## config.mk

```make
export PLATFORM = sky130hd
export DESIGN_NAME = fta_bridge32to128
export DESIGN_NICKNAME = d
export VERILOG_FILES = /design/src/rtl/fta_bus_pkg.sv /design/src/rtl/fta_lane_tag_table.sv /design/src/rtl/fta_bridge32to128.sv
export SDC_FILE = /design/constraint.sdc
export NUM_CORES = 1
export LEC_CHECK = 0
export ABC_AREA = 1
export BUFFER_PORTS_ARGS = -buffer_cell sky130_fd_sc_hd__buf_2
export CELL_PAD_IN_SITES_DETAIL_PLACEMENT = 0
export CELL_PAD_IN_SITES_GLOBAL_PLACEMENT = 2
export CORE_AREA = 2 2 270 272
export CTS_CLUSTER_DIAMETER = 120
export CTS_CLUSTER_SIZE = 30
export DETAILED_ROUTE_END_ITERATION = 7
export DIE_AREA = 0 0 272 274
export GPL_TIMING_DRIVEN = 1
export MAX_ROUTING_LAYER = met4
export PLACE_DENSITY_LB_ADDON = 0.1
export SLEW_MARGIN = 25
export SYNTH_ARGS = -nofsm -noshare
export SYNTH_HDL_FRONTEND = slang
export SYNTH_SLANG_ARGS = --single-unit
```

## constraint.sdc

```tcl
create_clock -name clk_i -period 4.8 [get_ports clk_i]
set_input_delay 0.48 -clock clk_i [delete_from_list [all_inputs] [get_ports clk_i]]
set_output_delay 0.48 -clock clk_i [all_outputs]
set_load 0.01 [all_outputs]
```

## src/rtl/fta_bus_pkg.sv

```systemverilog
// FTA bus types shared by the 32-to-128 widening bridge: request/response
// structs, transfer-size enum, lane-tag entry and the byte-select steering helper.
package fta_bus_pkg;

  typedef logic [7:0] fta_tranid_t;

  typedef enum logic [2:0] {
    nul   = 3'd0,
    byt   = 3'd1,
    wyde  = 3'd2,
    tetra = 3'd3,
    octa  = 3'd4,
    hexi  = 3'd5
  } fta_size_t;

  typedef struct packed {
    logic [1:0]  om;
    logic [4:0]  cmd;
    fta_tranid_t tid;
    logic [1:0]  bte;
    logic [5:0]  blen;
    logic [2:0]  cti;
    logic [3:0]  seg;
    fta_size_t   sz;
    logic        cyc;
    logic        stb;
    logic        we;
    logic [7:0]  asid;
    logic [31:0] vadr;
    logic [31:0] padr;
    logic [3:0]  sel;
    logic [31:0] dat;
    logic [7:0]  pl;
    logic [3:0]  pri;
    logic [3:0]  cache;
    logic        csr;
  } fta_cmd_request32_t;

  typedef struct packed {
    logic [1:0]   om;
    logic [4:0]   cmd;
    fta_tranid_t  tid;
    logic [1:0]   bte;
    logic [5:0]   blen;
    logic [2:0]   cti;
    logic [3:0]   seg;
    fta_size_t    sz;
    logic         cyc;
    logic         stb;
    logic         we;
    logic [7:0]   asid;
    logic [31:0]  vadr;
    logic [31:0]  padr;
    logic [15:0]  sel;
    logic [127:0] data1;
    logic [7:0]   pl;
    logic [3:0]   pri;
    logic [3:0]   cache;
    logic         csr;
  } fta_cmd_request128_t;

  typedef struct packed {
    fta_tranid_t tid;
    logic [3:0]  pri;
    logic        stall;
    logic        next;
    logic        ack;
    logic        err;
    logic        rty;
    logic [31:0] adr;
    logic [31:0] dat;
  } fta_cmd_response32_t;

  typedef struct packed {
    fta_tranid_t  tid;
    logic [3:0]   pri;
    logic         stall;
    logic         next;
    logic         ack;
    logic         err;
    logic         rty;
    logic [31:0]  adr;
    logic [127:0] dat;
  } fta_cmd_response128_t;

  typedef struct packed {
    logic       v;
    logic [1:0] lane;
  } fta_lane_tag_t;

  function automatic logic [15:0] fta_sel32to128(input logic [3:0] sel, input logic [1:0] lane);
    return {12'h000, sel} << {lane, 2'b00};
  endfunction

endpackage

```

## src/rtl/fta_lane_tag_table.sv

```systemverilog
// Per-tid lane tags for outstanding requests: one write port, one clear port,
// asynchronous read; a write to the entry being cleared in the same cycle wins.
module fta_lane_tag_table
  import fta_bus_pkg::*;
#(
  parameter int TAGW = 4
) (
  input  logic                   clk_i,
  input  logic                   rst_i,
  input  logic                   wr_en,
  input  logic [TAGW-1:0]        wr_idx,
  input  logic [1:0]             wr_lane,
  input  logic                   clr_en,
  input  logic [TAGW-1:0]        clr_idx,
  input  logic [TAGW-1:0]        rd_idx,
  output fta_lane_tag_t          rd_tag,
  output logic [(1<<TAGW)-1:0]   valid
);

  localparam int N = 1 << TAGW;

  logic [N-1:0] valid_q;
  logic [1:0]   lane_q [N];

  // NOTE: non-blocking assignments only; the later write to valid_q overrides
  // the clear when both target the same entry, giving write-over-clear.
  always_ff @(posedge clk_i) begin
    if (rst_i) begin
      valid_q <= '0;
    end else begin
      if (clr_en) valid_q[clr_idx] <= 1'b0;
      if (wr_en)  valid_q[wr_idx]  <= 1'b1;
    end
  end

  // NOTE: lane storage is left unreset; it is only meaningful under its valid bit.
  always_ff @(posedge clk_i) begin
    if (wr_en) lane_q[wr_idx] <= wr_lane;
  end

  assign rd_tag.v    = valid_q[rd_idx];
  assign rd_tag.lane = lane_q[rd_idx];
  assign valid       = valid_q;

endmodule

```

## src/rtl/fta_bridge32to128.sv

```systemverilog
// 32-bit to 128-bit FTA widening bridge with per-tid lane tags and local errors.
// Optional orphan-response counter: define FTA_B32TO128_MISS_CNT_EN.
module fta_bridge32to128
  import fta_bus_pkg::*;
#(
  parameter int TAGW = 4
) (
  input  logic                 clk_i,
  input  logic                 rst_i,
  input  fta_cmd_request32_t   req32_i,
  output fta_cmd_response32_t  resp32_o,
  output fta_cmd_request128_t  req128_o,
  input  fta_cmd_response128_t resp128_i
`ifdef FTA_B32TO128_MISS_CNT_EN
  ,
  output logic [15:0]          miss_cnt_o
`endif
);

  logic [1:0]            req_lane;
  logic [TAGW-1:0]       req_idx;
  logic [TAGW-1:0]       rsp_idx;
  logic                  req_valid;
  logic                  oversize;
  logic                  collision;
  logic                  stall;
  logic                  accept;
  logic                  rsp_done;
  logic                  rsp_any;
  logic                  local_err;
  logic [1:0]            rsp_lane;
  fta_lane_tag_t         rd_tag;
  logic [(1<<TAGW)-1:0]  tag_valid;

  logic                  pend_err;
  fta_tranid_t           err_tid;
  logic [31:0]           err_adr;

  assign req_lane  = req32_i.padr[3:2];
  assign req_idx   = req32_i.tid[TAGW-1:0];
  assign rsp_idx   = resp128_i.tid[TAGW-1:0];
  assign req_valid = req32_i.cyc & req32_i.stb;
  assign oversize  = (req32_i.sz == octa) | (req32_i.sz == hexi);
  assign collision = req_valid & ~oversize & tag_valid[req_idx];
  assign stall     = resp128_i.stall | collision | pend_err;
  assign accept    = req_valid & ~stall & ~oversize;
  assign rsp_done  = resp128_i.ack | resp128_i.err;
  assign rsp_any   = rsp_done | resp128_i.rty;
  assign local_err = pend_err & ~rsp_any;
  // Orphan responses (no live tag) are steered from lane 0.
  assign rsp_lane  = rd_tag.v ? rd_tag.lane : 2'd0;

  fta_lane_tag_table #(.TAGW(TAGW)) u_tags (
    .clk_i   (clk_i),
    .rst_i   (rst_i),
    .wr_en   (accept),
    .wr_idx  (req_idx),
    .wr_lane (req_lane),
    .clr_en  (rsp_done),
    .clr_idx (rsp_idx),
    .rd_idx  (rsp_idx),
    .rd_tag  (rd_tag),
    .valid   (tag_valid)
  );

  // NOTE: every combinational output gets a default first so no latch is inferred.
  always_comb begin
    req128_o       = '0;
    req128_o.om    = req32_i.om;
    req128_o.cmd   = req32_i.cmd;
    req128_o.tid   = req32_i.tid;
    req128_o.bte   = req32_i.bte;
    req128_o.blen  = req32_i.blen;
    req128_o.cti   = req32_i.cti;
    req128_o.seg   = req32_i.seg;
    req128_o.sz    = req32_i.sz;
    req128_o.cyc   = req32_i.cyc & ~oversize & ~collision;
    req128_o.stb   = req32_i.stb & ~oversize & ~collision;
    req128_o.we    = req32_i.we;
    req128_o.asid  = req32_i.asid;
    req128_o.vadr  = req32_i.vadr;
    req128_o.padr  = req32_i.padr;
    req128_o.sel   = fta_sel32to128(req32_i.sel, req_lane);
    req128_o.data1 = {4{req32_i.dat}};
    req128_o.pl    = req32_i.pl;
    req128_o.pri   = req32_i.pri;
    req128_o.cache = req32_i.cache;
    req128_o.csr   = req32_i.csr;
  end

  always_comb begin
    resp32_o       = '0;
    resp32_o.next  = resp128_i.next;
    resp32_o.stall = resp128_i.stall;
    if (!rst_i) begin
      resp32_o.stall = stall;
      // A downstream response always takes the bus; the local error waits.
      if (local_err) begin
        resp32_o.err = 1'b1;
        resp32_o.tid = err_tid;
        resp32_o.adr = err_adr;
      end else begin
        resp32_o.tid = resp128_i.tid;
        resp32_o.pri = resp128_i.pri;
        resp32_o.ack = resp128_i.ack;
        resp32_o.err = resp128_i.err;
        resp32_o.rty = resp128_i.rty;
        resp32_o.adr = resp128_i.adr;
        resp32_o.dat = resp128_i.dat[32*rsp_lane +: 32];
      end
    end
  end

  always_ff @(posedge clk_i) begin
    if (rst_i) begin
      pend_err <= 1'b0;
      err_tid  <= '0;
      err_adr  <= '0;
    end else if (local_err) begin
      pend_err <= 1'b0;
    end else if (req_valid & oversize & ~stall) begin
      pend_err <= 1'b1;
      err_tid  <= req32_i.tid;
      err_adr  <= req32_i.padr;
    end
  end

`ifdef FTA_B32TO128_MISS_CNT_EN
  always_ff @(posedge clk_i) begin
    if (rst_i) begin
      miss_cnt_o <= '0;
    end else if (rsp_done & ~rd_tag.v & (miss_cnt_o != 16'hFFFF)) begin
      miss_cnt_o <= miss_cnt_o + 16'd1;
    end
  end
`endif

endmodule

```

# Word-level counts from Yosys, hierarchy flattened
# Memories as Yosys holds them, arrays and structs flattened.
# Index checks and enable logic that the tools add are counted.
# totals
in_bits	340
mem_bits_rw	32
regBits	57
mem_count	1
# classes
n_bitwise	25
n_shift	2
mux	23
n_reduce_logical	4
n_lt_le_gt_ge	4
n_eq_ne	2
# mem_list
name	depth	width	read_ports	rd_ports_with_merged_regs	write_ports	line	rtl
u_tags.lane_q	16	2	1	0	1	fta_lane_tag_table.sv:23	logic [1:0] lane_q [N];
# ops
operator	count
$shiftx A128 B8 Y32	1
$mux W67	1
$mux W32	2
$mux W16	3
$and A16 B16 Y16	1
$not A16 Y16	1
$or A16 B16 Y16	1
$shl A4 B4 Y16	1
$mux W13	1
$and A1 B1 Y1	12
$lt A4 B5 Y1 const B	2
$mux W1	9
$bmux W1 S4	2
$demux W1 S4	2
$ge A4 B1 Y1 const B	2
$mux W8	1
$eq A3 B3 Y1 const B	2
$not A1 Y1	5
$or A1 B1 Y1	5
$mux W4	1
$logic_and A1 B1 Y1	2
$mux W2	1
$reduce_and A2 Y1	1
$reduce_or A2 Y1	1

# Logic depth before layout (Yosys ltp)
# depth
ltp_word	12
ltp_mapped	16
depth_no_buf	13

# By module
# A second synthesis with hierarchy kept.
# unflattened
cells_unflattened	1168
area_unflattened_um2	7771.2
# modules_own_cells
module	area_per_inst_um2	n_inst	seq_area_each_um2	cells_per_inst
fta_bridge32to128	5408.9	1	820.8	878
fta_lane_tag_table	2362.3	1	1281.2	290

# Worst setup path after synthesis
# No wires, ideal clock.
# synth_path
path_type	input -> output
start	input port resp128_i[169] (netlist bit)
end	output port resp32_o[10] (netlist bit)
path_buffers	3
cell_stages	14
slack_ps	2488
arrival_ps	1832
cell_sequence	buf_4 > buf_6 > o21ai_0 > nand2_1 > nand2_1 > nand2_1 > nand2_1 > inv_2 > nand2_2 > nand2_1 > buf_2 > nand2_1 > nand3_1 > a21oi_1
# synth_lines
element	line	rtl
start, declared	fta_bridge32to128.sv:13	input fta_cmd_response128_t resp128_i
end, declared	fta_bridge32to128.sv:11	output fta_cmd_response32_t resp32_o,

==> impl_results.md <==
* Slew Viols, Final at 0
* Status: finished, final reports clean
* Die height at 274 microns
* CTS clk-pin slew, worst paths at 0.07 ns
* Cell area after synthesis at 8380 sq um
* Synth top area share at 23.9%
* Iter 0 DRT Violations at 326
* Number of port buffers at 365
* Placed inst area at 9290 sq um
* Row count at between 90 and 100
* Req. time, crit path at 4.32 ns
* DR DRC count at 0
* Via density at 3.47
* Setup Fix Bufs, Post-CTS at 0
* TritonCTS buffer count at 9
* VDD IR max at 0.166 mV
* Critical path launch point type: primary input
* WL/cell at about 19 microns
* Synth warn at 0
* DR vias at 8193
* Area contributors post-synth: buf_4, dfxtp_1, edfxtp_1
* Total track usage at 12.1%
* Largest area contributor in the netlist: buf_4
* Fin area at just under 10000 sq um
* HP Class: in -> reg
* H-Tree Depth at 3
* First-pass iteration count of the detailed router at 4
* Measured slew at the worst slew-check pin at between 1 and 1.5 ns
* Cells after synthesis at 1316
* Clock Sinks at 89
* Final setup fails at 0
* Final worst path period need at 3.62 ns
* Arr. time, crit path at 3.14 ns
* Setup Skew at between 0.01 and 0.015 ns
* Final hold vios at 0
* Syn nets at 1656
* Final Cycle Share at 75.3%
* Gr ovfl total at 0
* Synthesized flop and latch total at 89
* Power per cell area at 210 nW/um^2
* Setup TNS Final at 0 ns
* Nets at 1730
* Share of cells above drive strength 1 at 30.0%
* Die Width at ~270 microns
* Total power draw at 2010 uW
* Antenna Nets Post-Route at 0
* P_leak at between 0.004 and 0.005 uW
* Post-synthesis sequential area ratio at between 20% and 30%
* Slew margin rel. at 31.0%
* Hold_ws at 0.397 ns
* Layout Area Growth over Synthesis at 14.6%
* Max Freq at 0.277 GHz
* Core Region at 72000 sq um
* Clock Latency Late Sink at 0.38 ns
* Crit Path Max Fanout at 64
* RSZ-0062 raised after global routing: no
* Initial antenna violation count at 10
* CTS root buf: clkbuf_16
* Routability congestion estimate at 0.708
* Max Cap Violations at 0
* Vias in the first global route at 8425
* Post_cts resized at 0
* Longest Clk Path Bufs at 2
* Distinct cells, synth at 26
* CTS tree: built
* Ports at 690
* Initial Util at 11.6%
* Critical path endpoint category: output pin
* Placed Cells at about 2300
* Die Area at 74500 sq um
* Detailed-route wire length at 45.8 mm
* CP Class: in -> out
* Non-Filler Instances at 2364
* First-pass GRT wire length at approximately 63 mm
* Detailed placement HPWL at ~35 mm
* Cts hold-fix bufs at 0
* Maximum number of pins on one net before global-route repair at 82
* Avg Cell Area, Syn at 6.37 sq um
synthesized netlist by cell type:
master,instances
inv_2,9
buf_2,11
nor3_2,2
nor2_4,2
nor3_1,16
nor2_1,34
buf_1,1
buf_4,267
o21ai_1,3
a21oi_1,133
o21ai_2,1
nand4_1,18
o21ai_0,110
nand3_1,133
clkinv_1,1
edfxtp_1,32
nor2_2,2
inv_1,214
buf_6,8
and3b_1,1
nand2_1,225
nand3_2,1
clkbuf_1,33
nand2_2,1
dfxtp_1,57
o21bai_1,1
stage by stage:
| stage | util (%) | setup WS (ns) |
|---|---|---|
| after floorplan | - | 2.49 |
| after global placement | 12.9 | 0.960 |
| after detailed placement | 12.9 | 1.06 |
| after CTS | 13.3 | 1.05 |
| after global routing | 13.3 | 0.834 |
| final | 13.3 | 1.18 |
critical path, cell delays in order:
cell and delay, ns:
buf_2 0.32, inv_2 0.44, nand2_1 0.09, nand2_1 0.13, nand2_1 0.08, nand2_1 0.07, nand2_1 0.04, nand2_1 0.12
inv_2 0.04, nand2_2 0.05, buf_4 0.62, nand3_1 0.17, nand3_1 0.12, a21oi_1 0.10, buf_2 0.20
final timing paths:
path | to | start | slack [ns] | cells after the start
setup / recovery | resp32_o[6] | resp128_i[169] | 1.18 | 15
hold / removal | err_adr[27] | req32_i[80] | 0.40 | 3
setup reg to reg | err_adr[1] | pend_err | 2.80 | 5
hold reg to reg | err_adr[26] | err_adr[26] | 0.46 | 2
power by group:
group          leakage, uW  internal [uW]  switching (uW)
registers         0.000748            789            2.85
logic              0.00388            167             299
clock network     0.000132            401             356
registers in the layout, summed over array words and instances, names as in the netlist:
name and count:
err_adr 32, err_tid 8, u_tags.lane_q 32, u_tags.valid 16, pend_err 1
metal layers:
metal  global-route usage, %  routed length (microns)  up-vias
li1                        -                        -     4056
met1                    13.5                    18500     3599
met2                    18.5                    20600      505
met3                    7.40                     6130       33
met4                    2.40                      497        0
met5                       -                        0        -
cell type report:
| class | count | area, sq um |
|---|---|---|
| clock buffers | 10 | 229 |
| fillers | 8506 | 62400 |
| inverters | 224 | 841 |
| clock inverters | 6 | 58.8 |
| flip-flops and latches | 89 | 2100 |
| diodes | 10 | 25.0 |
| multi-input cells | 683 | 3170 |
| well taps | 959 | 1200 |
| repair buffers | 383 | 1970 |
cell families (layout without fill, tap and decap cells):
| logic type | count (synthesis) | in the layout | share of synthesized area (%) |
|---|---|---|---|
| flops | 89 | 89 | 25.1 |
| other cells | 0 | 10 | 0 |
| buf+inv | 544 | 623 | 37.2 |
| simple gates | 435 | 435 | 22.8 |
| compound gates | 248 | 248 | 14.9 |
cells in the final DEF, fill, tap and decap left out, types with 2 or more instances in the layout:
cell type / count
buf_4: 17
nand2_1: 223
dfxtp_1: 57
o21ai_1: 3
nand2_2: 3
inv_1: 214
edfxtp_1: 32
buf_2: 365
nor2_4: 2
nor2_1: 33
nand4_1: 18
a21oi_1: 133
nor3_1: 16
nor2_2: 3
o21ai_0: 110
clkinvlp_4: 2
clkbuf_16: 9
nand3_1: 133
inv_2: 10
diode_2: 10
No activity file was read; power rests on OpenSTA's default activity.
